File: src/rtl/adc_pkg.sv
// Shared types and helpers for the ADC scan controller: FSM state encoding
// and the wrapped next-enabled-channel search.
package adc_pkg;

  typedef enum logic [1:0] {
    S_IDLE,
    S_START,
    S_WAIT,
    S_EMIT
  } scan_state_e;

  localparam int MAX_CH  = 32;
  localparam int MAX_CHW = 5;

  // Returns the lowest set bit strictly above cur, wrapping past nch-1.
  // Passing cur = nch-1 yields the lowest set bit; an empty mask returns cur.
  function automatic int next_channel(input logic [MAX_CH-1:0] mask,
                                      input int nch, input int cur);
    int res;
    int idx;
    res = cur;
    for (int i = MAX_CH; i >= 1; i--) begin
      idx = (cur + i) % nch;
      if (i <= nch && mask[idx[MAX_CHW-1:0]]) res = idx;
    end
    return res;
  endfunction

endpackage

File: src/rtl/adc_clk_gen.sv
// ADC conversion clock divider: adc_clk toggles every CLK_DIV system cycles,
// fall_tick marks the system cycle whose closing edge takes adc_clk 1->0.
module adc_clk_gen #(
  parameter int CLK_DIV = 1
) (
  input  logic clk_i,
  input  logic rst_ni,
  output logic adc_clk_o,
  output logic fall_tick_o
);

  localparam int CW = $clog2(CLK_DIV) + 1;

  logic [CW-1:0] cnt_q, cnt_d;
  logic          adc_clk_q, adc_clk_d;
  logic          wrap;

  assign wrap = (cnt_q == CW'(CLK_DIV - 1));

  always_comb begin
    cnt_d     = wrap ? '0 : cnt_q + CW'(1);
    adc_clk_d = wrap ? ~adc_clk_q : adc_clk_q;
  end

  always_ff @(posedge clk_i or negedge rst_ni) begin
    if (!rst_ni) begin
      cnt_q     <= '0;
      adc_clk_q <= 1'b0;
    end else begin
      cnt_q     <= cnt_d;
      adc_clk_q <= adc_clk_d;
    end
  end

  assign adc_clk_o   = adc_clk_q;
  assign fall_tick_o = wrap & adc_clk_q;

endmodule

File: src/rtl/adc_scan_ctrl.sv
// Multi-channel SAR ADC scan controller: scans enabled channels in ascending
// order, averages 2^AVG_LOG2 conversions each and streams tagged results.
module adc_scan_ctrl
  import adc_pkg::*;
#(
  parameter int CLK_DIV  = 1,
  parameter int DW       = 12,
  parameter int NCH      = 8,
  parameter int AVG_LOG2 = 2,
  parameter int TIMEOUT  = 64,
  localparam int CHW     = $clog2(NCH)
) (
  input  logic           CLK_24MHz,
  input  logic           rst_n,
  input  logic           enable,
  input  logic [NCH-1:0] ch_mask,
  output logic           adc_clk,
  output logic           adc_pd,
  output logic [CHW-1:0] adc_s,
  output logic           adc_soc,
  input  logic           adc_eoc,
  input  logic [DW-1:0]  adc_dout,
  output logic           out_valid,
  input  logic           out_ready,
  output logic [CHW-1:0] out_ch,
  output logic [DW-1:0]  out_data,
  output logic           err_timeout,
  input  logic           err_clr
);

  localparam int AW   = DW + AVG_LOG2;
  localparam int NW   = AVG_LOG2 + 1;
  localparam int TW   = $clog2(TIMEOUT) + 1;
  localparam int NAVG = 1 << AVG_LOG2;

  scan_state_e       state_q, state_d;
  logic [CHW-1:0]    chan_q, chan_d;
  logic [AW-1:0]     acc_q, acc_d;
  logic [NW-1:0]     cnt_q, cnt_d;
  logic [TW-1:0]     tmo_q, tmo_d;
  logic              soc_q, soc_d;
  logic              eoc_prev_q;
  logic              pd_q;
  logic              out_valid_q, out_valid_d;
  logic [CHW-1:0]    out_ch_q, out_ch_d;
  logic [DW-1:0]     out_data_q, out_data_d;
  logic              err_q, err_d;
  logic              set_err;
  logic              fall_tick;
  logic              eoc_edge;
  logic              mask_empty;
  logic [MAX_CH-1:0] mask_ext;
  logic [CHW-1:0]    first_ch, next_ch;

  adc_clk_gen #(.CLK_DIV(CLK_DIV)) u_clk_gen (
    .clk_i       (CLK_24MHz),
    .rst_ni      (rst_n),
    .adc_clk_o   (adc_clk),
    .fall_tick_o (fall_tick)
  );

  assign mask_ext   = MAX_CH'(ch_mask);
  assign mask_empty = (ch_mask == '0);
  assign first_ch   = CHW'(next_channel(mask_ext, NCH, NCH - 1));
  assign next_ch    = CHW'(next_channel(mask_ext, NCH, int'(chan_q)));
  assign eoc_edge   = adc_eoc & ~eoc_prev_q;

  // Everything scan-related advances only on fall_tick so the ADC sees stable
  // inputs at each adc_clk rising edge; the output handshake runs every cycle.
  always_comb begin
    state_d     = state_q;
    chan_d      = chan_q;
    acc_d       = acc_q;
    cnt_d       = cnt_q;
    tmo_d       = tmo_q;
    soc_d       = soc_q;
    out_valid_d = out_valid_q & ~out_ready;
    out_ch_d    = out_ch_q;
    out_data_d  = out_data_q;
    set_err     = 1'b0;
    if (fall_tick) begin
      if (!enable) begin
        state_d = S_IDLE;
        acc_d   = '0;
        cnt_d   = '0;
      end else begin
        unique case (state_q)
          S_IDLE: begin
            if (!mask_empty) begin
              chan_d  = first_ch;
              acc_d   = '0;
              cnt_d   = '0;
              state_d = S_START;
            end
          end
          S_START: begin
            tmo_d   = '0;
            state_d = S_WAIT;
          end
          S_WAIT: begin
            if (eoc_edge) begin
              acc_d   = acc_q + AW'(adc_dout);
              cnt_d   = cnt_q + NW'(1);
              state_d = ((cnt_q + NW'(1)) == NW'(NAVG)) ? S_EMIT : S_START;
            end else if (tmo_q == TW'(TIMEOUT - 1)) begin
              set_err = 1'b1;
              acc_d   = '0;
              cnt_d   = '0;
              chan_d  = next_ch;
              state_d = mask_empty ? S_IDLE : S_START;
            end else begin
              tmo_d = tmo_q + TW'(1);
            end
          end
          S_EMIT: begin
            if (!out_valid_q || out_ready) begin
              out_valid_d = 1'b1;
              out_ch_d    = chan_q;
              out_data_d  = acc_q[AW-1:AVG_LOG2];
              acc_d       = '0;
              cnt_d       = '0;
              chan_d      = next_ch;
              state_d     = mask_empty ? S_IDLE : S_START;
            end
          end
        endcase
      end
      soc_d = (state_d == S_START);
    end
    err_d = (err_q & ~err_clr) | set_err;
  end

  always_ff @(posedge CLK_24MHz or negedge rst_n) begin
    if (!rst_n) begin
      state_q     <= S_IDLE;
      chan_q      <= '0;
      acc_q       <= '0;
      cnt_q       <= '0;
      tmo_q       <= '0;
      soc_q       <= 1'b0;
      eoc_prev_q  <= 1'b0;
      pd_q        <= 1'b1;
      out_valid_q <= 1'b0;
      out_ch_q    <= '0;
      out_data_q  <= '0;
      err_q       <= 1'b0;
    end else begin
      state_q     <= state_d;
      chan_q      <= chan_d;
      acc_q       <= acc_d;
      cnt_q       <= cnt_d;
      tmo_q       <= tmo_d;
      soc_q       <= soc_d;
      pd_q        <= ~enable;
      out_valid_q <= out_valid_d;
      out_ch_q    <= out_ch_d;
      out_data_q  <= out_data_d;
      err_q       <= err_d;
      if (fall_tick) eoc_prev_q <= adc_eoc;
    end
  end

  assign adc_pd      = pd_q;
  assign adc_s       = chan_q;
  assign adc_soc     = soc_q;
  assign out_valid   = out_valid_q;
  assign out_ch      = out_ch_q;
  assign out_data    = out_data_q;
  assign err_timeout = err_q;

endmodule

File: config.mk
export PLATFORM = sky130hd
export DESIGN_NAME = adc_scan_ctrl
export DESIGN_NICKNAME = d
export VERILOG_FILES = /design/src/rtl/adc_pkg.sv /design/src/rtl/adc_clk_gen.sv /design/src/rtl/adc_scan_ctrl.sv
export SDC_FILE = /design/constraint.sdc
export NUM_CORES = 1
export LEC_CHECK = 0
export BUFFER_PORTS_ARGS = -buffer_cell sky130_fd_sc_hd__buf_2
export CORE_MARGIN = 2
export CORE_UTILIZATION = 45
export CTS_BUF_LIST = sky130_fd_sc_hd__clkbuf_2
export CTS_CLUSTER_DIAMETER = 120
export DETAILED_ROUTE_END_ITERATION = 7
export GPL_ROUTABILITY_DRIVEN = 0
export PLACE_DENSITY = 0.65
export SLEW_MARGIN = 0
export SYNTH_ARGS = -nofsm -noshare
export SYNTH_HDL_FRONTEND = slang
export SYNTH_SLANG_ARGS = --single-unit
File: constraint.sdc
create_clock -name CLK_24MHz -period 4.16 [get_ports CLK_24MHz]
set_input_delay 0.416 -clock CLK_24MHz [delete_from_list [all_inputs] [get_ports CLK_24MHz]]
set_output_delay 0.416 -clock CLK_24MHz [all_outputs]
set_load 0.05 [all_outputs]
==> results of run 1 <==
==> sequential cells by signal, indices dropped and copies added, names as in the netlist <==
signal	cells
tmo_q	7
acc_q	14
eoc_prev_q	1
out_data	12
u_clk_gen.adc_clk_o	1
state_q	2
out_ch	3
adc_s	3
out_valid	1
err_timeout	1
adc_soc	1
cnt_q	3
adc_pd	1
==> metal layers <==
metal / routed length [um] / GRT usage (%) / vias to the layer above / share of wire [%]
met4: 37 / 4.10 / 0 / 0.50
li1: - / - / 1409 / -
met5: 0 / 0 / - / 0
met3: 278 / 2.30 / 4 / 3.7
met2: 3600 / 30.1 / 72 / 49
met1: 3500 / 24.7 / 1382 / 47
==> synthesized netlist by cell type, types with 3 or more instances <==
library cell  number
a21oi_1           19
a221oi_1           3
a22o_1            14
a31oi_1            3
buf_2              3
buf_6              4
clkbuf_1           5
dfrtp_1           49
ha_1              17
inv_1             18
mux2_2            21
mux2i_1            3
mux4_2             7
nand2_1           24
nand2b_1           9
nand3_1           10
nand3b_1           3
nand4_1            5
nor2_1            21
nor2b_1            5
nor3_1            11
nor4_1             4
o211ai_1           3
o21ai_0           17
o21ai_1            5
or3_1              5
xnor2_1            8
xor2_1             4
==> where the power goes <==
group	internal, W	leakage, nW	switching [W]
sequential	0.000520	0.672	0.0000648
combinational	0.000431	1.07	0.000599
clock	0.0000423	0.0327	0.000155
==> cells by family after synthesis <==
| group | after synthesis | share of synthesized area (%) |
|---|---|---|
| buffers and inverters | 32 | 4.43 |
| multiplexers | 36 | 14.5 |
| AO/OA/AOI/OAI | 94 | 18.8 |
| XOR/XNOR | 12 | 3.03 |
| adder cells (fa/ha/maj) | 18 | 6.70 |
| flip-flops | 50 | 36.1 |
| AND/OR/NAND/NOR | 109 | 16.4 |
==> worst max-delay path, stage by stage, from the launching register on <==
cell and delay, ps:
dfrtp_1 730, inv_1 120, ha_1 480, mux4_2 640
mux2i_2 260, nand2_2 120, or3b_4 440, o21ai_2 170
nand4b_1 130, o311ai_1 90
==> path summary, 6_finish.rpt <==
kind | endpoint | slack [ps] | cells after the start
setup reg to reg | adc_s[2] | 860 | 9
hold reg to reg | acc_q[13] | 500 | 1
hold / removal | tmo_q[2] | 50 | 2
max in group asynchronous | acc_q[10] | 3650 | 2
setup / recovery | adc_s[2] | 860 | 9
min in group CLK_24MHz | eoc_prev_q | 220 | 2
==> layout make-up <==
| class | count | area (um2) | share of cell area [%] |
|---|---|---|---|
| inverter | 19 | 71.3 | 1.87 |
| multi-input combinational | 269 | 2070 | 54.1 |
| timing repair buffer | 51 | 263 | 6.88 |
| clock inverter | 2 | 10.0 | 0.262 |
| sequential | 50 | 1250 | 32.8 |
| clock buffer | 6 | 30.0 | 0.786 |
| tap | 102 | 128 | 3.34 |
==> through the flow <==
stage | worst slack (ps) | total power (W)
final | 860 | 0.00181
after global routing | 652 | 0.00194
after CTS | 860 | 0.00182
after detailed placement | 895 | 0.00161
after global placement | 1020 | 0.00160
after floorplan | 1010 | 0.00145
==> run metrics, run 1 <==
critical path data required time roughly 4500 ps; initial core utilization 45.7%; Final Hold Vio Count 0; max-cap check violation count 0; fillers 712; Die Width between 90 and 100 um; FF+latch count, synth 50; total clock buffers created by CTS 5; WHS roughly 54 ps; status finished clean; Synth Instances approximately 350; async set-or-reset flop fraction in the synthesized netlist 100%; Post-DP HPWL 5.38 mm; number of synthesized flops with an enable pin 0; DP Area 3780 um2; pin count of the biggest net entering global routing 51; Reg clk slew, reported paths ~260 ps; Core ar. approximately 7600 um2; relative slew slack 47.7%; Vias 2867; Root Driver clkbuf_2; area leader, netlist dfrtp_1; H-tree lvl count 2; final worst path period share 79.3%; CP max FO 13; syn avg cell area 9.90 um2; postcts setup bufs 0; Synth area leaders dfrtp_1, mux2_2, ha_1; Syn Std Cell Area 3470 um2; drt first pass iters 5; clock tree sinks 50; Port Buffers 48; setup tns final 0 ps; antenna fix cells 0; overall routing resource usage ~18%; final setup fails 0; CP Launch Point adc_s[0]; Synth warnings 0; DRC Markers 0; startpoint types flop; Top FF cell, synth dfrtp_1; GRT overflow 0; critical path arrival 3610 ps; most common cell after layout, fill and taps aside dfrtp_1; top-area cell type share of the netlist area about a third; maximum vdd drop approximately 170 uV; commonest non-fill, non-tap cells in the layout dfrtp_1, buf_2, nand2_1; die area about 8400 um2; Die Ht 91.9 um; num rows 32; r2r startpoint adc_s[0]; dpl cells 491; Pwr Density ~470 nW/um2; hold buffers post-CTS 0; fin cells roughly 500; minimum clock period about 3300 ps; RSZ-0062 raised after global routing no; initial antenna violation count 0; Final Util 50.2%; fmax a little over 300 MHz; Final Max Slew Viols 0; nets@finish 440; Vias/cell 5.75; worst-skew pair later-pin latency 420 ps; Routed Antenna Nets 0; Leakage 1.77 nW; wire length per cell 14.9 um; first-pass GRT wire length 12.6 mm; Clock Skew 41.0 ps; I/O pin count 49; vias in the first global route between 2k and 3k; CTS tree built; CTS max path bufs 2; sequential share of the synthesized area 36.1%; CTS resizes 0; Final Instance Area 3820 um2; Yosys cell types 67; layout cell share with drive strength beyond 1 roughly 25%; area delta synth->final 10.0%; Detailed Route Iter0 Violations 119; crit end category flop; Setup CP Type flop to flop; Synth Net Count 395; routed wire length 7.42 mm; Hold Path Class input port to async pin; Slew @ Worst Pin roughly 780 ps
No activity file was read; power rests on OpenSTA's default activity.
==> inputs of run 2 (changes only) <==
- PLACE_DENSITY: 0.65 -> 0.68
- clock period: 4.16 -> 2.8 ns (I/O delays scaled with it)
==> run 2 against run 1 <==
Effect of this change:
- via count grew 1.5%
- register-to-register slack lost 720 ps
- clock power grew 140%
- non-clock buffer count grew 8
- total power grew 64%
- sequential share of layout area shrank 1.1 points
- combinational power grew 61%
- count of clock-buffer cells in the layout shrank 1
- cell area grew 3.7%
- critical endpoint is now adc_s[1]
- largest cell class unchanged
- highest routed layer unchanged
==> run metrics, run 2 (synthesis gave the netlist of run 1 again) <==
Comb pwr share 56.0%; I/O pin count 49; Clock Skew 32.3 ps; Final Max Slew Viols 0; clock tree sinks 50; vias in the first global route between 2k and 3k; Core ar. 7610 um2; Hold Path Class input port to flop; Sw Ratio between 40% and 50%; num rows 32; initial antenna violation count 0; critical path data required time 3120 ps; minimum clock period 2660 ps; antenna fix cells 0; wire length per cell 15.2 um; DRC Markers 0; CP max FO 8; CP Launch Point adc_s[1]; setup slack after layout 141 ps; fmax ~380 MHz; area delta synth->final 14.0%; setup tns final 0 ps; H-tree lvl count 2; Routed Antenna Nets 0; Total Power 0.00297 W; maximum vdd drop 447 uV; Port Buffers 48; total clock buffers created by CTS 5; Worst R2R Setup Slack 140 ps; Pwr Density around 750 nW/um2; Final Hold Vio Count 0; reg2reg path depth 9; layout cell share with drive strength beyond 1 27.9%; NetSw 0.00125 W; Final Util between 50% and 60%; overall routing resource usage 19.1%; max-cap check violation count 0; die area 8440 um2; storage element area 1250 um2; crit end category flop; GR Util met3 2.88%; Slew @ Worst Pin 877 ps; Worst R2R End adc_s[1]; most used routing layer met2; r2r startpoint adc_s[1]; fillers 721; Post-DP HPWL 5.71 mm; Vias 2911; initial core utilization 45.7%; final worst path period share 95.0%; Global Route met1 Usage between 20% and 30%; routed wire length slightly below 8 mm; drt first pass iters 4; Biggest register acc_q; first-pass GRT wire length approximately 13 mm; status finished clean; GRT overflow 0; Internal 0.00172 W; RSZ-0062 raised after global routing no; share of power burned in registers 28.2%; Leakage 1.83 nW; Die Ht 91.9 um; met2 usage 32.0%; area of the multi-input gates 2090 um2; startpoint types flop; max reg flops 14; Root Driver clkbuf_2; capture point of the worst path adc_s[1]; Detailed Route Iter0 Violations 131; CTS tree built; clock power share 15.8%; most common cell after layout, fill and taps aside buf_2; Vias/cell between 5 and 6; postcts setup bufs 0; worst slack, placed between 150 and 200 ps; worst-skew pair later-pin latency 430 ps; relative slew slack 41.5%; Reg clk slew, reported paths between 200 and 300 ps; commonest non-fill, non-tap cells in the layout buf_2, dfrtp_1, nand2_1; CTS max path bufs 2; nets@finish approximately 450; final setup fails 0; pin count of the biggest net entering global routing between 40 and 50; critical path arrival 2980 ps; Die Width just over 90 um; Setup CP Type flop to flop
-- run 2: cell types whose count changed in the layout (fill, tap and decap cells not counted), sizes merged --
| cell | delta |
|---|---|
| clkbuf | -1 |
| bufinv | +2 |
| buf | +7 |
| clkinv | -1 |
| dlygate4sd3 | +1 |
-- run 2: worst max-delay path, cell delays in order (launching register included) --
cell and delay, ps:
dfrtp_2 440, inv_4 50, ha_4 310, mux4_2 600, mux2_4 300, or3_1 380, a41oi_2 190, nand2b_1 80
a21oi_1 140, o21ai_1 80
-- run 2: timing repair --
item	CTS	global route
hold endpoints to repair	38	0
resized for setup	0	2
hold buffers	1	0
setup endpoints to repair	0	3
-- run 2: layer usage --
layer | up-vias | routed length, um
met5 | - | 0
met4 | 0 | 81
met3 | 12 | 249
met2 | 73 | 3840
met1 | 1399 | 3520
li1 | 1427 | -
-- run 2: final cells by class --
class,count,area share (%)
Tap cell,102,3.22
Clock buffer,5,0.632
Timing Repair Buffer,59,8.21
Clock inverter,3,1.61
Sequential cell,50,31.7
Multi-Input combinational cell,269,52.7
Inverter,19,1.93
-- run 2: how the worst min path moves through the flow --
stage,end,from,slack [ps],cells past startpoint
2_1_floorplan,acc_q[0],rst_n,-20,0
3_5_place_dp,tmo_q[2],rst_n,460,1
5_1_grt,eoc_prev_q,adc_eoc,30,2
3_3_place_gp,tmo_q[2],rst_n,450,1
4_1_cts,eoc_prev_q,adc_eoc,40,2
6_report,eoc_prev_q,adc_eoc,60,2
-- run 2: stage by stage --
step | cell area, um2 | hold slack [ps] | std cells
floorplan | 3490 | -15.6 | 351
global placement | 3850 | 453 | 498
detailed placement | 3850 | 457 | 498
finish | 3960 | 56.8 | 507
CTS | 3950 | 38.8 | 507
global route | 3960 | 26.4 | 507
-- run 2: power groups by stage --
| stage | Combinational, W | Clock [W] | Sequential (W) |
|---|---|---|---|
| after floorplan | 0.00122 | 0 | 0.000962 |
| after global placement | 0.00161 | 0 | 0.000846 |
| after detailed placement | 0.00163 | 0 | 0.000848 |
| after CTS | 0.00164 | 0.000489 | 0.000836 |
| after global routing | 0.00180 | 0.000510 | 0.000848 |
| final | 0.00166 | 0.000471 | 0.000837 |
